`src/rtl/tran_xres_if.sv`:
```
// XRES conditioner bus: pad-side inputs and conditioned reset/warning outputs.
// master drives the inputs and observes the outputs; slave is the conditioner.
`timescale 1ns/1ps
interface tran_xres_if;
    logic       pad;
    logic       filt_in_h;
    logic       inp_sel_h;
    logic       enable_h;
    logic       en_vddio_sig_h;
    logic       enable_vddio;
    logic       disable_pullup_h;
    logic       xres_h_n;
    logic       xres_valid;
    logic       pullup_en;
    logic       warn_pad;
    logic       warn_filt;
    logic [7:0] warn_count;
    logic       warn_suppressed;

    modport master (
        output pad, filt_in_h, inp_sel_h, enable_h, en_vddio_sig_h, enable_vddio, disable_pullup_h,
        input  xres_h_n, xres_valid, pullup_en, warn_pad, warn_filt, warn_count, warn_suppressed
    );

    modport slave (
        input  pad, filt_in_h, inp_sel_h, enable_h, en_vddio_sig_h, enable_vddio, disable_pullup_h,
        output xres_h_n, xres_valid, pullup_en, warn_pad, warn_filt, warn_count, warn_suppressed
    );
endinterface

```
`src/rtl/tran_xres.sv`:
```
// tran_xres: conditions the external reset pad path into an active-low reset
// plus a validity flag. Selects PAD or FILT_IN_H, forces reset when the pad
// path is unpowered or the enables were sequenced badly, and flags pulses
// whose width lands in the ambiguous filter window.
// Optional build macro TRAN_XRES_DEGLITCH_EN adds a stability filter on the
// selected source before it reaches xres_h_n.
`timescale 1ns/1ps
module tran_xres #(
    parameter int MIN_WIDTH   = 5,
    parameter int MAX_WIDTH   = 60,
    parameter int MAX_WARN    = 100,
    parameter int HOLD_CYC    = 5,
    parameter int FILT_CYCLES = 4,
    parameter int CNT_W       = 16
) (
    input  logic       clk_i,
    input  logic       rst_i,
    tran_xres_if.slave bus
);

    localparam int         HW       = $clog2(HOLD_CYC + 1);
    localparam logic [7:0] WARN_SAT = 8'(MAX_WARN + 1);

    typedef struct packed {
        logic pad;
        logic filt;
        logic sel;
        logic en_h;
        logic sig;
        logic vddio;
        logic dis;
    } smp_t;

    smp_t smp_raw;
    smp_t in_q;
    smp_t in_qq;

    assign smp_raw = '{pad:   bus.pad,          filt:  bus.filt_in_h,
                       sel:   bus.inp_sel_h,    en_h:  bus.enable_h,
                       sig:   bus.en_vddio_sig_h, vddio: bus.enable_vddio,
                       dis:   bus.disable_pullup_h};

    // Sample every input once; keep the previous sample for edge detection.
    always_ff @(posedge clk_i or posedge rst_i) begin
        if (rst_i) begin
            in_q  <= '0;
            in_qq <= '0;
        end else begin
            in_q  <= smp_raw;
            in_qq <= in_q;
        end
    end

    // Edge and qualification terms, all from sampled values.
    logic mode_vcchib;
    logic pad_bad;
    logic src;
    logic any_change;
    logic vddio_rise;
    logic vddio_fall;
    logic en_h_rise;
    logic en_h_fall;

    assign mode_vcchib = in_q.en_h & ~in_q.sig;
    assign pad_bad     = mode_vcchib & ~in_q.vddio;
    assign src         = in_q.sel ? in_q.filt : in_q.pad;
    assign any_change  = (in_q != in_qq);
    assign vddio_rise  = in_q.vddio & ~in_qq.vddio;
    assign vddio_fall  = ~in_q.vddio & in_qq.vddio;
    assign en_h_rise   = in_q.en_h & ~in_qq.en_h;
    assign en_h_fall   = ~in_q.en_h & in_qq.en_h;

    // Hold windows: nonzero for HOLD_CYC cycles after the reference edge.
    // The edge cycle itself is covered by the direct rise/fall term below.
    logic [HW-1:0] vrise_win_q, vrise_win_d;
    logic [HW-1:0] hfall_win_q, hfall_win_d;
    logic          viol;
    logic          corrupt_q, corrupt_d;
    logic          valid_d;

    always_comb begin
        vrise_win_d = (vrise_win_q != '0) ? vrise_win_q - 1'b1 : '0;
        hfall_win_d = (hfall_win_q != '0) ? hfall_win_q - 1'b1 : '0;
        if (vddio_rise) vrise_win_d = HW'(HOLD_CYC);
        if (en_h_fall)  hfall_win_d = HW'(HOLD_CYC);

        viol = (en_h_rise  & (vddio_rise | (vrise_win_q != '0))) |
               (vddio_fall & (en_h_fall  | (hfall_win_q != '0)));

        // A violation outranks a simultaneous input change.
        corrupt_d = corrupt_q;
        if (viol)            corrupt_d = 1'b1;
        else if (any_change) corrupt_d = 1'b0;

        valid_d = ~corrupt_d & ~(~in_q.sel & pad_bad);
    end

    // Ordering-check state.
    always_ff @(posedge clk_i or posedge rst_i) begin
        if (rst_i) begin
            vrise_win_q <= '0;
            hfall_win_q <= '0;
            corrupt_q   <= 1'b0;
        end else begin
            vrise_win_q <= vrise_win_d;
            hfall_win_q <= hfall_win_d;
            corrupt_q   <= corrupt_d;
        end
    end

    // Source that drives xres_h_n, optionally deglitched.
    logic src_out;

`ifdef TRAN_XRES_DEGLITCH_EN
    localparam int RW = $clog2(FILT_CYCLES + 1);

    logic          src_prev;
    logic [RW-1:0] run_q, run_d;
    logic          dg_q, dg_d;

    assign src_prev = in_qq.sel ? in_qq.filt : in_qq.pad;

    always_comb begin
        run_d = RW'(1);
        if (src == src_prev)
            run_d = (run_q == RW'(FILT_CYCLES)) ? run_q : run_q + 1'b1;
        dg_d = (run_d == RW'(FILT_CYCLES)) ? src : dg_q;
    end

    // Run length of the selected source and the last stable value.
    always_ff @(posedge clk_i or posedge rst_i) begin
        if (rst_i) begin
            run_q <= '0;
            dg_q  <= 1'b0;
        end else begin
            run_q <= run_d;
            dg_q  <= dg_d;
        end
    end

    assign src_out = dg_d;
`else
    assign src_out = src;
`endif

    // Per-input pulse width counters (0 = PAD, 1 = FILT_IN_H). Only the
    // selected input is allowed to raise a warning.
    logic [1:0] edge_w;
    logic [1:0] watch;
    logic [1:0] hit;
    logic       first_q;

    assign edge_w = {in_q.filt ^ in_qq.filt, in_q.pad ^ in_qq.pad};
    assign watch  = {in_q.sel, ~in_q.sel};

    for (genvar gi = 0; gi < 2; gi++) begin : g_width
        logic [CNT_W-1:0] cnt_q;

        // Cycles since the last transition; restarts at 1, saturates at all-ones.
        always_ff @(posedge clk_i or posedge rst_i) begin
            if (rst_i)
                cnt_q <= '0;
            else if (edge_w[gi])
                cnt_q <= CNT_W'(1);
            else if (cnt_q != '1)
                cnt_q <= cnt_q + 1'b1;
        end

        assign hit[gi] = edge_w[gi] & watch[gi] & ~first_q &
                         (cnt_q > CNT_W'(MIN_WIDTH)) & (cnt_q < CNT_W'(MAX_WIDTH));
    end

    // Warning tally; saturates one past MAX_WARN and latches suppression there.
    logic [7:0] warn_cnt_q, warn_cnt_d;
    logic       supp_q, supp_d;

    always_comb begin
        warn_cnt_d = warn_cnt_q;
        if ((|hit) && (warn_cnt_q != WARN_SAT))
            warn_cnt_d = warn_cnt_q + 1'b1;
        supp_d = supp_q | (warn_cnt_d == WARN_SAT);
    end

    logic xres_q;
    logic valid_q;
    logic pullup_q;
    logic wpad_q;
    logic wfilt_q;

    // Registered outputs; first_q blanks warnings on the first cycle out of reset.
    always_ff @(posedge clk_i or posedge rst_i) begin
        if (rst_i) begin
            first_q    <= 1'b1;
            xres_q     <= 1'b0;
            valid_q    <= 1'b0;
            pullup_q   <= 1'b0;
            wpad_q     <= 1'b0;
            wfilt_q    <= 1'b0;
            warn_cnt_q <= '0;
            supp_q     <= 1'b0;
        end else begin
            first_q    <= 1'b0;
            xres_q     <= valid_d & src_out;
            valid_q    <= valid_d;
            pullup_q   <= ~in_q.dis;
            wpad_q     <= hit[0];
            wfilt_q    <= hit[1];
            warn_cnt_q <= warn_cnt_d;
            supp_q     <= supp_d;
        end
    end

    assign bus.xres_h_n        = xres_q;
    assign bus.xres_valid      = valid_q;
    assign bus.pullup_en       = pullup_q;
    assign bus.warn_pad        = wpad_q;
    assign bus.warn_filt       = wfilt_q;
    assign bus.warn_count      = warn_cnt_q;
    assign bus.warn_suppressed = supp_q;

endmodule

```
`src/flat_wrapper.sv`:
```
// flat-port wrapper written by rule: the top's interface ports become plain ports
module tran_xres_flat 
#(
    parameter int MIN_WIDTH   = 5,
    parameter int MAX_WIDTH   = 60,
    parameter int MAX_WARN    = 100,
    parameter int HOLD_CYC    = 5,
    parameter int FILT_CYCLES = 4,
    parameter int CNT_W       = 16
)
  (clk_i, rst_i, bus_pad, bus_filt_in_h, bus_inp_sel_h, bus_enable_h, bus_en_vddio_sig_h, bus_enable_vddio, bus_disable_pullup_h, bus_xres_h_n, bus_xres_valid, bus_pullup_en, bus_warn_pad, bus_warn_filt, bus_warn_count, bus_warn_suppressed);
  tran_xres_if bus_i ();
  input  logic clk_i;
  input  logic rst_i;
  input wire logic [$bits(bus_i.pad)-1:0] bus_pad;
  input wire logic [$bits(bus_i.filt_in_h)-1:0] bus_filt_in_h;
  input wire logic [$bits(bus_i.inp_sel_h)-1:0] bus_inp_sel_h;
  input wire logic [$bits(bus_i.enable_h)-1:0] bus_enable_h;
  input wire logic [$bits(bus_i.en_vddio_sig_h)-1:0] bus_en_vddio_sig_h;
  input wire logic [$bits(bus_i.enable_vddio)-1:0] bus_enable_vddio;
  input wire logic [$bits(bus_i.disable_pullup_h)-1:0] bus_disable_pullup_h;
  output wire logic [$bits(bus_i.xres_h_n)-1:0] bus_xres_h_n;
  output wire logic [$bits(bus_i.xres_valid)-1:0] bus_xres_valid;
  output wire logic [$bits(bus_i.pullup_en)-1:0] bus_pullup_en;
  output wire logic [$bits(bus_i.warn_pad)-1:0] bus_warn_pad;
  output wire logic [$bits(bus_i.warn_filt)-1:0] bus_warn_filt;
  output wire logic [$bits(bus_i.warn_count)-1:0] bus_warn_count;
  output wire logic [$bits(bus_i.warn_suppressed)-1:0] bus_warn_suppressed;
  assign bus_i.pad = bus_pad;
  assign bus_i.filt_in_h = bus_filt_in_h;
  assign bus_i.inp_sel_h = bus_inp_sel_h;
  assign bus_i.enable_h = bus_enable_h;
  assign bus_i.en_vddio_sig_h = bus_en_vddio_sig_h;
  assign bus_i.enable_vddio = bus_enable_vddio;
  assign bus_i.disable_pullup_h = bus_disable_pullup_h;
  assign bus_xres_h_n = bus_i.xres_h_n;
  assign bus_xres_valid = bus_i.xres_valid;
  assign bus_pullup_en = bus_i.pullup_en;
  assign bus_warn_pad = bus_i.warn_pad;
  assign bus_warn_filt = bus_i.warn_filt;
  assign bus_warn_count = bus_i.warn_count;
  assign bus_warn_suppressed = bus_i.warn_suppressed;
  tran_xres #(.MIN_WIDTH(MIN_WIDTH), .MAX_WIDTH(MAX_WIDTH), .MAX_WARN(MAX_WARN), .HOLD_CYC(HOLD_CYC), .FILT_CYCLES(FILT_CYCLES), .CNT_W(CNT_W)) u_core (.clk_i(clk_i), .rst_i(rst_i), .bus(bus_i));
endmodule
```
`config.mk`:
```
export PLATFORM = sky130hd
export DESIGN_NAME = tran_xres_flat
export DESIGN_NICKNAME = d
export VERILOG_FILES = /design/src/rtl/tran_xres_if.sv /design/src/rtl/tran_xres.sv /design/src/flat_wrapper.sv
export SDC_FILE = /design/constraint.sdc
export NUM_CORES = 1
export LEC_CHECK = 0
export CORE_MARGIN = 3
export CORE_UTILIZATION = 58
export CTS_BUF_LIST = sky130_fd_sc_hd__clkbuf_16
export DETAILED_ROUTE_END_ITERATION = 7
export PLACE_DENSITY = 0.81
export SYNTH_ARGS = -nofsm -noshare
export SYNTH_HDL_FRONTEND = slang
export SYNTH_SLANG_ARGS = --single-unit
```
`constraint.sdc`:
```
create_clock -name clk_i -period 2.7 [get_ports clk_i]
set_clock_uncertainty 0.1 [all_clocks]
set_input_delay 0.27 -clock clk_i [delete_from_list [all_inputs] [get_ports clk_i]]
set_output_delay 0.27 -clock clk_i [all_outputs]
set_load 0.05 [all_outputs]
```
==> metrics <==
Post-synth ARST share=1.00; Max Fclk=402 MHz; Finished Cell Area=roughly 0.0039 mm^2; routability cong.=0.866; Critical Path RT=2.82 ns; DRT Pass-1 Iters=4; Tcrit/Tclk final=0.922; Vias/cell=5.56; die width=80.5 um; Final TNS setup=0 ns; RSZ-0062 raised after global routing=no; global route overflow=0; number of DRC markers in iteration 0=~180; Clock power frac=0.407; WL per Instance=14.0 um; Antenna Nets Post-Route=0; Die Y=80.5 um; slowest cell on the critical path=a2111oi_1; Clk pin slew, worst setup/hold paths=approximately 0.06 ns; CP cell instances=inv_1 -> ha_1 -> nor2_1 -> a2111oi_1 -> nor3_2 -> nor2_2 -> nor3_1 -> or3_1 -> a41o_1; Slew Limit Headroom=0.661; worst path bufs/invs=1; final wirelength=5860 um; Final setup viols=0; htree depth=3; Period minus WS final=~2.5 ns; VDD IR max=a little under 0.6 mV; Max stage delay on crit path=between 0.5 and 0.6 ns; CTS tree=done; CP max FO=7; post-route insts no fill=418; Nets=368; Initial Utilization=0.615; Reg power frac=0.412; Final Hold Viols=0; total placed cells including tap cells=around 400; Synth cell types=42; most frequent cells in the layout=67 x dfrtp_1, 43 x nor2_1, 22 x xor2_1, 22 x clkdlybuf4s50_1, 21 x nand3_1; Hold Path Class=in -> async; DRC Markers=0; Port Buf Inserts=22; io pins=23; final antenna diode count=0; layout filler cell count=~370; R2R depth=9; Clock Latency Late Sink=0.33 ns; die area=roughly 0.0065 mm^2; Crit Path Category=reg -> reg; clk root buf=clkbuf_16; Int Power=~2.1 mW; Mean Syn Cell Area=10.4 um^2; total clock sinks=between 60 and 70; synthesis-to-layout area growth=20.3%; via count=around 2300; dpl hpwl=3870 um; global-route wire length before repair=10200 um; CP arrival=2.61 ns; area of the core=0.00524 mm^2; most common cell after layout, fill and taps aside=dfrtp_1; Area after DPL=0.00356 mm^2; status=finished, final reports clean; syn nets=~340; CP endpoint kind=register; worst slew pin tran=0.506 ns; number of max-cap violations=0; crit path launch type=register; register area share after synthesis=0.529; Yosys reg bits=68; hold slack=0.212 ns; Row Count=26; Worst path top cell family by delay=simple AND/OR/NAND/NOR gates; EDFF count, synth=0; TritonCTS Buffers=9; Sw Share=0.293; gr usage total=0.209; pin count of the biggest net entering global routing=69; Psw=between 0.8 and 0.9 mW; initial antenna violation count=0; Synth Warn #=0; power per cell area=a little under 800 mW/mm^2; Mapped Cells=311; cell area after synthesis=0.00322 mm^2; Comb power frac=0.181; prevailing post-synth register cell=dfrtp_1; share of cells above drive strength 1=0.0833; CTS Buffer Depth=2; fin util=0.740; Slew Viols, Final=0; vias in the first global route=2274; critical path depth=9; LEAKAGE=1.72 nW
[cell usage after synthesis (2+ instances only)]
| library cell | instances | share of area |
|---|---|---|
| nor3b_1 | 4 | 0.0093 |
| o21ai_0 | 5 | 0.0078 |
| nor3_1 | 9 | 0.014 |
| xor2_2 | 2 | 0.010 |
| clkbuf_1 | 6 | 0.0070 |
| nand2b_1 | 2 | 0.0039 |
| o21bai_1 | 2 | 0.0047 |
| xor2_1 | 22 | 0.060 |
| or3_1 | 2 | 0.0039 |
| or2_2 | 2 | 0.0039 |
| inv_1 | 20 | 0.023 |
| mux2i_1 | 2 | 0.0062 |
| nor4b_1 | 2 | 0.0054 |
| ha_1 | 16 | 0.062 |
| and3_1 | 6 | 0.012 |
| a31oi_1 | 2 | 0.0039 |
| nor2_1 | 43 | 0.050 |
| nand4_1 | 12 | 0.023 |
| and4_1 | 2 | 0.0054 |
| nor3_2 | 2 | 0.0062 |
| a211oi_1 | 2 | 0.0047 |
| dfrtp_1 | 67 | 0.52 |
| xnor2_1 | 13 | 0.035 |
| a21oi_1 | 5 | 0.0078 |
| nand2_1 | 16 | 0.019 |
| nand3_1 | 21 | 0.033 |
| nor4_1 | 9 | 0.017 |
[worst paths after layout]
path | start | endpoint | slack [ns]
max in group asynchronous | rst_i | u_core.first_q$_DFF_PP1_ | 1.96
setup reg to reg | u_core.g_width[1].cnt_q[1]$_DFFE_PP0P_ | u_core.bus.warn_suppressed$_DFF_PP0_ | 0.21
setup / recovery | u_core.g_width[1].cnt_q[1]$_DFFE_PP0P_ | u_core.bus.warn_suppressed$_DFF_PP0_ | 0.21
hold reg to reg | u_core.in_q[3]$_DFF_PP0_ | u_core.in_qq[3]$_DFF_PP0_ | 0.31
min in group clk_i | bus_pad | u_core.in_q[6]$_DFF_PP0_ | 0.27
hold / removal | rst_i | u_core.g_width[1].cnt_q[3]$_DFFE_PP0P_ | 0.21
[repair_timing]
item                                    in CTS  in global routing
endpoints found under the setup margin       0                  1
hold buffers                                 0                  0
gates resized for setup                      0                  1
setup buffers                                0                  0
[per-layer routing]
| layer | part of all wire | vias up | wire length (um) | GRT usage |
|---|---|---|---|---|
| met5 | 0 | - | 0 | 0 |
| li1 | - | 1125 | - | - |
| met1 | 0.46 | 1131 | 2690 | 0.263 |
| met4 | 0.014 | 0 | 80 | 0.0709 |
| met3 | 0.044 | 10 | 259 | 0.0774 |
| met2 | 0.48 | 56 | 2830 | 0.334 |
[power by group through the flow]
stage	sequential (mW)	clock, mW	combinational, mW
2_1_floorplan	1.34	0	0.305
3_3_place_gp	1.26	0	0.531
3_5_place_dp	1.27	0	0.549
4_1_cts	1.25	1.26	0.555
5_1_grt	1.27	1.30	0.610
6_report	1.25	1.24	0.550
[metrics by stage]
step	setup slack (ns)	power, mW
CTS	0.134	3.06
detailed placement	0.151	1.82
floorplan	0.281	1.64
finish	0.212	3.04
global placement	0.195	1.79
global route	0.0537	3.18
[final cells by class]
cell class / count / area (um^2) / share of cell area
flip-flops and latches: 68 / 1700 / 0.439
clock inverters: 7 / 90.1 / 0.0232
clock buffers: 9 / 225 / 0.0581
multi-input cells: 216 / 1420 / 0.366
well taps: 70 / 87.6 / 0.0226
inverters: 20 / 75.1 / 0.0194
repair buffers: 28 / 278 / 0.0716
[tightest hold or removal path, cell delays in order]
cell	delay, ns
clkdlybuf4s50_1	0.41
inv_2	0.07
buf_12	0.29
[cell families after synthesis]
logic type,share of synthesized area
xor gates and xnor gates,0.105
buffers and inverters,0.0315
adders and majority gates,0.0621
muxes,0.00621
DFF,0.529
AOI/OAI and AO/OA,0.0513
other,0.00116
and+or+nand+nor,0.214
[state kept, by name, indices dropped and copies added (netlist names), 3 cells and up]
signal,flops
u_core.g_width.cnt_q,32
u_core.bus.warn_count,8
u_core.in_qq,7
u_core.hfall_win_q,3
u_core.vrise_win_q,3
u_core.in_q,7
(Power assumes the default switching activity.)
